==> src/rtl/ex_shift_sequencer.sv <==
// Multi-cycle logical shifter for the EX stage: shifts one bit per clock and
// stalls the front of the pipeline until the result has been consumed.
module ex_shift_sequencer #(
    parameter int         XLEN               = 32,
    parameter logic [3:0] ALU_OP_SHIFT_LEFT  = 4'd7,
    parameter logic [3:0] ALU_OP_SHIFT_RIGHT = 4'd8
) (
    input  logic            clk,
    input  logic            rst_n,
    input  logic            in_valid,
    output logic            in_ready,
    input  logic [3:0]      ALU_op,
    input  logic [XLEN-1:0] operand_a,
    input  logic [XLEN-1:0] operand_b,
    input  logic            flush,
    output logic            out_valid,
    input  logic            out_ready,
    output logic [XLEN-1:0] result,
    output logic            stall
);

    typedef enum logic [1:0] {
        IDLE  = 2'd0,
        SHIFT = 2'd1,
        DONE  = 2'd2
    } state_t;

    state_t          state_reg, state_next;
    logic [XLEN-1:0] shreg_reg, shreg_next;
    logic [4:0]      cnt_reg, cnt_next;
    logic            dir_reg, dir_next;      // 1 = right, 0 = left

    logic is_shift_op;
    logic accept;
    logic unused_operand_b;

    // Only the low five bits carry the shift amount.
    assign unused_operand_b = ^operand_b[XLEN-1:5];

    assign is_shift_op = (ALU_op == ALU_OP_SHIFT_LEFT) || (ALU_op == ALU_OP_SHIFT_RIGHT);
    assign accept      = (state_reg == IDLE) && in_valid && is_shift_op && !flush;

    always_ff @(posedge clk or negedge rst_n) begin
        if (!rst_n) begin
            state_reg <= IDLE;
            shreg_reg <= '0;
            cnt_reg   <= '0;
            dir_reg   <= 1'b0;
        end else begin
            state_reg <= state_next;
            shreg_reg <= shreg_next;
            cnt_reg   <= cnt_next;
            dir_reg   <= dir_next;
        end
    end

    always_comb begin
        state_next = state_reg;
        shreg_next = shreg_reg;
        cnt_next   = cnt_reg;
        dir_next   = dir_reg;

        case (state_reg)
            IDLE: begin
                if (accept) begin
                    shreg_next = operand_a;
                    cnt_next   = operand_b[4:0];
                    dir_next   = (ALU_op == ALU_OP_SHIFT_RIGHT);
                    state_next = (operand_b[4:0] == 5'd0) ? DONE : SHIFT;
                end
            end
            SHIFT: begin
                shreg_next = dir_reg ? (shreg_reg >> 1) : (shreg_reg << 1);
                cnt_next   = cnt_reg - 5'd1;
                if (cnt_reg == 5'd1) begin
                    state_next = DONE;
                end
            end
            DONE: begin
                if (out_ready) begin
                    state_next = IDLE;
                end
            end
            default: state_next = IDLE;
        endcase

        // Flush wins over acceptance and over a pending handshake.
        if (flush) begin
            state_next = IDLE;
        end
    end

    assign in_ready  = (state_reg == IDLE);
    assign out_valid = (state_reg == DONE);
    assign result    = shreg_reg;

    // Gated by rst_n so the pipeline is never frozen while held in reset.
    assign stall = rst_n && (accept
                             || (state_reg == SHIFT)
                             || ((state_reg == DONE) && !out_ready));

endmodule

==> config.mk <==
export PLATFORM = sky130hd
export DESIGN_NAME = ex_shift_sequencer
export DESIGN_NICKNAME = d
export VERILOG_FILES = /design/src/rtl/ex_shift_sequencer.sv
export SDC_FILE = /design/constraint.sdc
export NUM_CORES = 1
export LEC_CHECK = 0
export ABC_AREA = 1
export CAP_MARGIN = 15
export CORE_ASPECT_RATIO = 1.4
export CORE_MARGIN = 2
export CORE_UTILIZATION = 39
export CTS_CLUSTER_SIZE = 28
export DETAILED_ROUTE_END_ITERATION = 12
export GPL_TIMING_DRIVEN = 0
export PLACE_DENSITY = 0.78
export SYNTH_ARGS = -nofsm -noshare
export SYNTH_HDL_FRONTEND = slang
export SYNTH_SLANG_ARGS = --single-unit
export TNS_END_PERCENT = 30
==> constraint.sdc <==
create_clock -name clk -period 1.4 [get_ports clk]
set_input_delay 0.14 -clock clk [delete_from_list [all_inputs] [get_ports clk]]
set_output_delay 0.14 -clock clk [all_outputs]
set_load 0.005 [all_outputs]
==> flow_summary.ini <==
[logic_synthesis]
yosys.area.top_type = dfrtp_1
synthDominantCellAreaShare = 0.397
ys_seq_area_frac = 0.397
synthCells = 369
ys.warnings.count = 0
syn_area_mm2 = 0.00252
synth.avg_cell_area_um2 = 6.84
yosys-top-cells-area = dfrtp_1 (40%), nand2_1 (16%), o21ai_0 (8.3%)
synth_nets = 444
synthDistinctLibCells = 23
synth_seq_cells = 40

[layout]
multi_input_area_mm2 = 0.00132
final_cell_mix = nand2_1 (108), clkdlybuf4s50_1 (61), o21ai_1 (40)
fin_cells = 541
final_layout_size_suffix_gt1_frac = 0.119
mostFrequentLayoutCell = nand2_1
antennaDiodeCount = 0
largest_register_ffs = 32
area_delta_synth_final_pct = 50.8
fill_cells = 557
seqCellArea_mm2 = 0.00100
finalNetCount = 543

[run_status]
status = complete, but fails checks
violations = negative hold slack, negative setup slack

[worst_setup_path]
worstReg2RegStart = state_reg[1]
path_class = register to register
r2r_cells = 10
path_depth = 10
rrSetupSlack_ns = -0.15
crit_fanout = 9
arrival_ns = 1.78
timing.critical_path.buf_inv = 3
crit_chain = nor2_4 > nand2_4 > nor2_8 > nand2_8 > buf_8 > nand2_8 > buf_8 > clkbuf_16 > nand2_1 > nand2_1
cpLargestDelayFamily = simple AND/OR/NAND/NOR gates
crit_path_start = state_reg[1]
cp-end-kind = register
r2r_end = result[15]
start_kind = register
worstPathRequired_ns = 1.63
crit_path_top_delay_cell = dfrtp_2
slowest_delay_ns = 0.45
cp-endpoint = result[15]

[route]
vias = 2852
drc = 0
drt_iter0_markers = 176
first_pass_iters = 4
ant_nets = 0
wire_per_inst_um = 15.4
viasPerCell = 5.27
wl_um = 8320

[grt]
antenna_found_initial = 0
track_usage = 0.234
grt.overflow.total = 0
grt_max_degree = 38
grt_pass1_wl_um = 13400
grt_pass1_vias = 2894

[power_and_ir_drop]
powerDensity_mw_per_mm2 = 1960
peakVddDrop_v = 0.000856
cellLeakagePower_uw = 0.00200
power_uw = 7460

[sta]
rsz0062_at_grt = yes
fin_crit_sh = 1.11
hold_slack_ns = -0.343
timing.final.ws_setup_ns = -0.152
slew_headroom = 0.675
fmax_ghz = 0.644
fin_crit_ns = 1.55
finalHoldViolations = 40
worst_pin_slew_ns = 0.487
skew_ns = 0.0119
setup_viol = 37
drv_slew = 0

[clock_network]
cts_made_buffers = 5
clk_latency_ns = 0.29
cts_tree = yes
cts_root_buf = clkbuf_8
clk_pin_slew_ns = 0.08
clock_path_buffers = 2
htree_levels = 2
cts.sinks = 40

[floorplanning]
start_util = 0.403
core_mm2 = 0.00625
die_y_um = 99.2
die_x_um = 72.0
io-pin-count = 108
die-area_mm2 = 0.00714
fp-row-count = 34

[placement]
placedCellCount = 522
hpwl_um = 5750
dp_slack_ns = -0.565
gp_congestion = 0.807
portBuffers = 80

[job]
cap_violations = 0

[worst_hold_path]
hp-class = input port to asynchronous set/reset pin
[layer usage]
layer,up-vias,routed length (um),GRT usage
li1,1389,-,-
met1,1332,3240,0.290
met2,113,4360,0.403
met3,18,515,0.0263
met4,0,199,0.110
met5,-,0,0
[worst register-to-register path: cells and delay by family, from the launching register on]
kind	cells	cell delay [ns]
buffers and inverters	3	0.42
DFF	1	0.45
and+or+nand+nor	7	0.62
[per-stage QoR]
step | setup TNS [ns] | utilization | area [um^2]
floorplan | 0 | - | 2520
global placement | -47.26 | 0.546 | 3410
detailed placement | -12.41 | 0.548 | 3430
CTS | -3.74 | 0.583 | 3650
global route | -5.41 | 0.608 | 3800
finish | -2.76 | 0.608 | 3800
[kinds of logic after synthesis]
logic type / Yosys count / synth area share
simple gates: 193 / 0.334
fa+ha+maj: 2 / 0.00992
flops: 40 / 0.397
buf+inv: 51 / 0.0923
compound gates: 83 / 0.167
[worst min-delay path by stage]
stage                   start         end  slack (ns)  depth (start not counted)
floorplan               rst_n  cnt_reg[0]       -0.16                          0
global placement    result[0]   result[0]        0.53                          2
detailed placement      rst_n  cnt_reg[2]       -0.02                          1
CTS                     rst_n  cnt_reg[2]       -0.34                          1
global route            rst_n  result[10]       -0.34                          1
finish                  rst_n  result[11]       -0.34                          1
[area by class of cell]
type / instances / area share
multi-input combinational: 278 / 0.346
sequential: 40 / 0.264
timing repair buffer: 92 / 0.255
buffer: 23 / 0.0549
inverter: 28 / 0.0276
tap: 72 / 0.0237
clock buffer: 6 / 0.0191
clock inverter: 2 / 0.00921
[report_power, final]
| part | internal (uW) | switching [uW] | total, uW | leakage, uW |
|---|---|---|---|---|
| registers | 1700 | 580 | 2280 | 0.000498 |
| logic | 2160 | 2090 | 4240 | 0.00145 |
| clock network | 530 | 411 | 940 | 0.0000552 |
| total | 4390 | 3080 | 7460 | 0.00200 |
[timing repair]
item / CTS / global route
resized for setup: 33 / 34
endpoints found under the hold margin: 40 / 40
pin swaps: 3 / 5
endpoints found under the setup margin: 40 / 53
setup buffers: 5 / 4
gates cloned: 0 / 2
[synthesized netlist by cell type (all sizes together)]
master / instances
ha: 2
buf: 15
a21oi: 2
inv: 28
dfrtp: 40
nand3b: 1
o21bai: 1
nand3: 34
o31ai: 1
nor2: 42
nand4: 3
clkbuf: 8
o21ai: 79
nand2: 113
Power figures use the tool's default switching activity.
